`src/rtl/pc_shot_engine.sv`:
```
// pc_shot_engine: computer opponent, fires one shot per PC turn.
// Optional PC_HUNT_EN: probe neighbours of the last unsunk hit first.
module pc_shot_engine #(
    parameter int         GRID_W     = 5,
    parameter int         GRID_H     = 5,
    parameter int         INIT_BOATS = 5,
    parameter logic [7:0] LFSR_SEED  = 8'hA5,
    parameter int         MAX_TRIES  = 32,
    localparam int        CELLS      = GRID_W * GRID_H,
    localparam int        IDX_W      = (CELLS > 1) ? $clog2(CELLS) : 1
) (
    input  logic             clk,
    input  logic             rst,
    input  logic [2:0]       state,
    output logic [IDX_W-1:0] board_addr,
    input  logic [2:0]       board_data,
    output logic             pc_mov,
    output logic [3:0]       shot_x,
    output logic [3:0]       shot_y,
    output logic             shot_hit,
    output logic             shot_sunk,
    output logic [2:0]       boats_player
);

    localparam int               NSLOT    = 1 << IDX_W;
    localparam int               TRY_W    = $clog2(MAX_TRIES + 1);
    localparam logic [IDX_W:0]   CELLS_L  = (IDX_W + 1)'(CELLS);
    localparam logic [TRY_W-1:0] TRY_LAST = TRY_W'(MAX_TRIES - 1);
    localparam logic [2:0]       BOATS_L  = 3'(INIT_BOATS);
    localparam logic [2:0]       ST_START = 3'd0;
    localparam logic [2:0]       ST_PC    = 3'd2;

    typedef enum logic [2:0] {
        S_IDLE, S_PICK, S_SCAN, S_READ, S_RESOLVE, S_DONE, S_WAIT
    } eng_t;

    eng_t             eng, eng_nxt;
    logic [7:0]       lfsr;
    logic [NSLOT-1:0] fired;
    logic [IDX_W:0]   fired_cnt;
    logic [2:0]       hit_cnt [8];
    logic [TRY_W-1:0] tries;
    logic [IDX_W-1:0] scan_idx, cand, take_idx;
    logic             is_pc, is_start, all_fired, cand_ok;
    logic             take, reject, go_scan, scan_step, empty_shot;
    logic             data_hit, sink;
    logic [3:0]       res_x, res_y;

    assign is_pc     = state == ST_PC;
    assign is_start  = state == ST_START;
    assign cand      = lfsr[IDX_W-1:0];
    assign cand_ok   = ({1'b0, cand} < CELLS_L) && !fired[cand];
    assign all_fired = fired_cnt == CELLS_L;
    // ids above the fleet size are treated as water
    assign data_hit  = (board_data != 3'd0) && (board_data <= BOATS_L);
    assign sink      = data_hit &&
                       (hit_cnt[board_data] + 3'd1 == board_data);
    assign res_x     = 4'(int'(board_addr) % GRID_W);
    assign res_y     = 4'(int'(board_addr) / GRID_W);

`ifdef PC_HUNT_EN
    logic             hunt_vld, hunt_adv, nb_on, nb_ok;
    logic [1:0]       hunt_dir;
    logic [3:0]       hunt_x, hunt_y, nb_x, nb_y;
    logic [IDX_W-1:0] nb_idx;

    always_comb begin
        nb_x  = hunt_x;
        nb_y  = hunt_y;
        nb_on = 1'b0;
        unique case (hunt_dir)
            2'd0: begin
                nb_on = hunt_y != 4'd0;
                nb_y  = hunt_y - 4'd1;
            end
            2'd1: begin
                nb_on = int'(hunt_x) < GRID_W - 1;
                nb_x  = hunt_x + 4'd1;
            end
            2'd2: begin
                nb_on = int'(hunt_y) < GRID_H - 1;
                nb_y  = hunt_y + 4'd1;
            end
            default: begin
                nb_on = hunt_x != 4'd0;
                nb_x  = hunt_x - 4'd1;
            end
        endcase
        nb_idx = IDX_W'(int'(nb_y) * GRID_W + int'(nb_x));
        nb_ok  = nb_on && !fired[nb_idx];
    end

    always_ff @(posedge clk or posedge rst) begin
        if (rst) begin
            hunt_vld <= 1'b0;
            hunt_dir <= 2'd0;
            hunt_x   <= 4'd0;
            hunt_y   <= 4'd0;
        end else if (is_start) begin
            hunt_vld <= 1'b0;
        end else if (eng == S_RESOLVE) begin
            if (sink) begin
                hunt_vld <= 1'b0;
            end else if (data_hit) begin
                hunt_vld <= 1'b1;
                hunt_dir <= 2'd0;
                hunt_x   <= res_x;
                hunt_y   <= res_y;
            end
        end else if (hunt_adv) begin
            hunt_dir <= hunt_dir + 2'd1;
            if (hunt_dir == 2'd3)
                hunt_vld <= 1'b0;
        end
    end
`endif

    always_ff @(posedge clk or posedge rst) begin
        if (rst)
            eng <= S_IDLE;
        else
            eng <= eng_nxt;
    end

    always_comb begin
        eng_nxt    = eng;
        pc_mov     = 1'b0;
        take       = 1'b0;
        take_idx   = cand;
        reject     = 1'b0;
        go_scan    = 1'b0;
        scan_step  = 1'b0;
        empty_shot = 1'b0;
`ifdef PC_HUNT_EN
        hunt_adv   = 1'b0;
`endif
        unique case (eng)
            S_IDLE: if (is_pc) eng_nxt = S_PICK;
            S_PICK: begin
                if (!is_pc) begin
                    eng_nxt = S_IDLE;
                end else if (all_fired) begin
                    empty_shot = 1'b1;
                    eng_nxt    = S_DONE;
`ifdef PC_HUNT_EN
                end else if (hunt_vld) begin
                    hunt_adv = 1'b1;
                    if (nb_ok) begin
                        take     = 1'b1;
                        take_idx = nb_idx;
                        eng_nxt  = S_READ;
                    end
`endif
                end else if (cand_ok) begin
                    take    = 1'b1;
                    eng_nxt = S_READ;
                end else begin
                    reject = 1'b1;
                    if (tries == TRY_LAST) begin
                        go_scan = 1'b1;
                        eng_nxt = S_SCAN;
                    end
                end
            end
            S_SCAN: begin
                if (!is_pc) begin
                    eng_nxt = S_IDLE;
                end else if (!fired[scan_idx]) begin
                    take     = 1'b1;
                    take_idx = scan_idx;
                    eng_nxt  = S_READ;
                end else begin
                    scan_step = 1'b1;
                end
            end
            S_READ:    eng_nxt = is_pc ? S_RESOLVE : S_IDLE;
            S_RESOLVE: eng_nxt = S_DONE;
            S_DONE: begin
                pc_mov  = 1'b1;
                eng_nxt = S_WAIT;
            end
            S_WAIT:  if (!is_pc) eng_nxt = S_IDLE;
            default: eng_nxt = S_IDLE;
        endcase
        if (is_start)
            eng_nxt = S_IDLE;
    end

    always_ff @(posedge clk or posedge rst) begin
        if (rst) begin
            lfsr         <= LFSR_SEED;
            fired        <= '0;
            fired_cnt    <= '0;
            tries        <= '0;
            scan_idx     <= '0;
            board_addr   <= '0;
            shot_x       <= 4'd0;
            shot_y       <= 4'd0;
            shot_hit     <= 1'b0;
            shot_sunk    <= 1'b0;
            boats_player <= BOATS_L;
            for (int i = 0; i < 8; i++)
                hit_cnt[i] <= 3'd0;
        end else begin
            if (eng == S_PICK)
                lfsr <= {lfsr[6:0], lfsr[7] ^ lfsr[5] ^ lfsr[4] ^ lfsr[3]};
            if (eng == S_IDLE)
                tries <= '0;
            else if (reject)
                tries <= tries + TRY_W'(1);
            if (go_scan)
                scan_idx <= '0;
            else if (scan_step)
                scan_idx <= scan_idx + IDX_W'(1);
            // board_addr doubles as the chosen cell until the next pick
            if (take)
                board_addr <= take_idx;
            if (empty_shot) begin
                shot_hit  <= 1'b0;
                shot_sunk <= 1'b0;
            end
            if (eng == S_RESOLVE) begin
                fired[board_addr] <= 1'b1;
                fired_cnt         <= fired_cnt + (IDX_W + 1)'(1);
                shot_x            <= res_x;
                shot_y            <= res_y;
                shot_hit          <= data_hit;
                shot_sunk         <= sink;
                if (data_hit)
                    hit_cnt[board_data] <= hit_cnt[board_data] + 3'd1;
                if (sink && boats_player != 3'd0)
                    boats_player <= boats_player - 3'd1;
            end
            if (is_start) begin
                fired        <= '0;
                fired_cnt    <= '0;
                boats_player <= BOATS_L;
                for (int i = 0; i < 8; i++)
                    hit_cnt[i] <= 3'd0;
            end
        end
    end

endmodule
```
`config.mk`:
```
export PLATFORM = sky130hd
export DESIGN_NAME = pc_shot_engine
export DESIGN_NICKNAME = d
export VERILOG_FILES = /design/src/rtl/pc_shot_engine.sv
export SDC_FILE = /design/constraint.sdc
export NUM_CORES = 1
export LEC_CHECK = 0
export BUFFER_PORTS_ARGS = -buffer_cell sky130_fd_sc_hd__buf_2
export CAP_MARGIN = 10
export CORE_MARGIN = 4
export CORE_UTILIZATION = 62
export CTS_CLUSTER_DIAMETER = 200
export DETAILED_ROUTE_END_ITERATION = 16
export GPL_TIMING_DRIVEN = 1
export PLACE_DENSITY = 0.9
export SLEW_MARGIN = 20
export SYNTH_ARGS = -nofsm -noshare
export SYNTH_HDL_FRONTEND = slang
export SYNTH_SLANG_ARGS = --single-unit
export TNS_END_PERCENT = 10
```
`constraint.sdc`:
```
create_clock -name clk -period 4.5 [get_ports clk]
set_clock_uncertainty 0.1 [all_clocks]
set_input_delay 0.225 -clock clk [delete_from_list [all_inputs] [get_ports clk]]
set_output_delay 0.225 -clock clk [all_outputs]
set_load 0.005 [all_outputs]
```
==> impl_metrics.csv <==
group,metric,value,unit
run_status,run_status,"completed",
setup_path,regToRegEndpoint,"shot_x[0]",
job,drv_cap,0,
setup_path,arrival,3.84,ns
final_layout,fin_util,67.4,%
grt,grt_pass1_vias,4276,
setup_path,endpoint_kind,"flip-flop",
placement,placed_area,0.00577,sq mm
clocking,clock-sinks,101,
clocking,clk_pin_slew,0.10,ns
synthesis,ys_types,65,
drt,viasPerCell,6.38,
setup_path,rrSetupSlack,0.82,ns
floorplan,die_h,104,microns
clocking,cts_resized,0,
grt,grt.total_usage,23.4,%
final_layout,final_cell_mix,"dfrtp_1, nor2_1, mux2i_1",
drt,drtIter0Drc,265,
drt,vias,4390,
setup_path,setup.worst_path.class,"reg2reg",
setup_path,reg2reg_depth,13,
grt,grt_max_degree,63,
synthesis,synth.area.top_cells,"dfrtp_1, mux2i_1, nor2_1, a21oi_1, mux4_2",
worst_hold_path,hold_path_depth,4,
final_layout,synthToLayoutAreaGrowth,4.49,%
final_layout,final_common_cell,"dfrtp_1",
timing,setup_viol_count_final,0,
timing,finalCritPeriodShare,81.8,%
final_layout,stdcell_area,0.00596,sq mm
floorplan,coreArea,0.00885,sq mm
drt,routed_wl,12.2,mm
placement,gp_congestion,0.927,
synthesis,synth_seq_cells,101,
power,power_leakage,2.82,nW
timing,worst_pin_slew,1.17,ns
drt,firstDrtPassIters,4,
final_layout,drive_above_1_share,15.5,%
clocking,clk_latency,0.37,ns
synthesis,synth_sequential_area_ratio,44.4,%
synthesis,ys_async_sr_fraction,100,%
synthesis,synth_edf_count,0,
timing,min_period,3.68,ns
timing,max_freq,0.272,GHz
synthesis,synthFlopType,"dfrtp_1",
synthesis,synthCells,573,
synthesis,syn_area_per_cell,9.96,sq um
floorplan,dieArea,0.0108,sq mm
placement,port_buffers,25,
timing,fin_setup_tns,0,ns
setup_path,worstPathMaxFanout,17,
worst_hold_path,min_to,"eng[2]",
floorplan,num_rows,34,
setup_path,required,4.66,ns
synthesis,ys_warn_count,0,
placement,hpwl,8.46,mm
synthesis,synth.cell_area,0.00571,sq mm
worst_hold_path,hold_path_class,"in2reg",
drt,ant_nets,0,
drt,drc,0,
clocking,cts_made_buffers,9,
clocking,h-tree-depth,3,
timing,hold_viol_final,0,
power,ir_drop,248,uV
synthesis,synth_top_area_share,41.7,%
setup_path,r2r_start,"board_addr[3]",
timing,rsz0062_at_grt,"no",
final_layout,n_antenna_cell,0,
grt,grt_pass1_wl,20.9,mm
floorplan,top_level_ports,27,
final_layout,fill_cells,656,
clocking,cts_tree,"done",
final_layout,nNetsFinal,595,
synthesis,synth_nets,593,
worst_hold_path,min_from,"state[2]",
power,powerDensity,524,mW/mm^2
synthesis,yosys.area.top_type,"dfrtp_1",
floorplan,initial_core_util,64.5,%
setup_path,start_kind,"flip-flop",
floorplan,fp.dieW,104,microns
drt,wl_per_cell,17.8,microns
clocking,clock_path_buffers,2,
timing,maxSlewViolCount,0,
grt,overflow,0,
timing,slew-limit-headroom,21.1,%
clocking,cts_root_buf,"clkbuf_8",
grt,antenna_found_initial,0,
-- worst max-delay path by stage --
stage                              from   endpoint
after floorplan           board_addr[2]  shot_x[1]
after global placement    board_addr[4]  shot_x[1]
after detailed placement  board_addr[3]  shot_x[0]
after CTS                 board_addr[4]  shot_x[0]
after global routing      board_addr[4]  shot_x[0]
final                     board_addr[3]  shot_x[0]
-- metal layers --
layer | vias to the layer above | part of all wire (%) | global-route usage, %
met5 | - | 0 | 0
met4 | 0 | 2.1 | 7.50
met1 | 2150 | 41 | 31.2
met3 | 27 | 7.0 | 5.40
met2 | 169 | 50 | 38.2
li1 | 2044 | - | -
-- layout make-up --
cell class	instances	area (sq um)	share of cell area (%)
clock buffers	9	124	2.08
clock inverters	7	58.8	0.986
inverters	16	62.6	1.05
multi-input cells	418	2890	48.5
flip-flops and latches	101	2530	42.5
well taps	108	135	2.27
repair buffers	29	158	2.64
-- repair_timing --
item	in CTS	in global routing
endpoints found under the hold margin	57	0
hold buffers	1	0
setup buffers	0	0
-- through the flow --
stage               worst slack (ns)  std cells  hold WS (ns)  power (W)
finish                         0.819        688         0.148    0.00312
CTS                            0.900        688         0.125    0.00313
detailed placement             0.963        671         0.309    0.00258
global route                   0.608        688         0.161    0.00335
global placement                1.15        671         0.293    0.00250
floorplan                       1.34        573         0.307    0.00228
-- Yosys cell counts (11+ instances only) --
master and n:
nor2_1 94, dfrtp_1 95, a21oi_1 42, clkbuf_1 20
mux2_2 11, a31oi_1 11, nand3_1 11, mux2i_1 49
inv_1 15, o21ai_0 20, nand2_1 32, ha_1 12
-- flip-flops by register name (all words and copies together), names as in the netlist, 3 cells and up --
signal / flops
board_addr: 5
boats_player: 3
eng: 3
fired: 32
fired_cnt: 6
hit_cnt: 24
lfsr: 8
scan_idx: 5
shot_x: 4
shot_y: 3
tries: 6
-- critical path, cell delays in order (launching register included) --
cell and delay (ns):
dfrtp_1 0.73, nand2_1 0.11, nor2_1 0.29, nor2_1 0.14
ha_1 0.25, maj3_2 0.33, a22o_1 0.28, nor3_1 0.21
nor2_1 0.11, ha_1 0.18, nand2b_1 0.12, and3_1 0.22
o31a_1 0.26, o31ai_1 0.25
-- where the power goes --
part	switching [W]	internal [W]	total, W
combinational	0.000685	0.000529	0.00121
sequential	0.000282	0.00109	0.00137
clock	0.000331	0.000210	0.000541
total	0.00130	0.00183	0.00312
-- cells by family (layout without fill, tap and decap cells) --
kind of cell | count (synthesis) | after routing | share of synthesized area (%)
AO/OA/AOI/OAI | 113 | 113 | 12.2
XOR/XNOR | 17 | 17 | 2.61
adder cells (fa/ha/maj) | 13 | 13 | 2.83
buffers and inverters | 54 | 61 | 5.11
flip-flops | 101 | 101 | 44.4
multiplexers | 72 | 72 | 15.5
other | 1 | 1 | 0.0657
AND/OR/NAND/NOR | 202 | 202 | 17.3
Power figures use the tool's default switching activity.
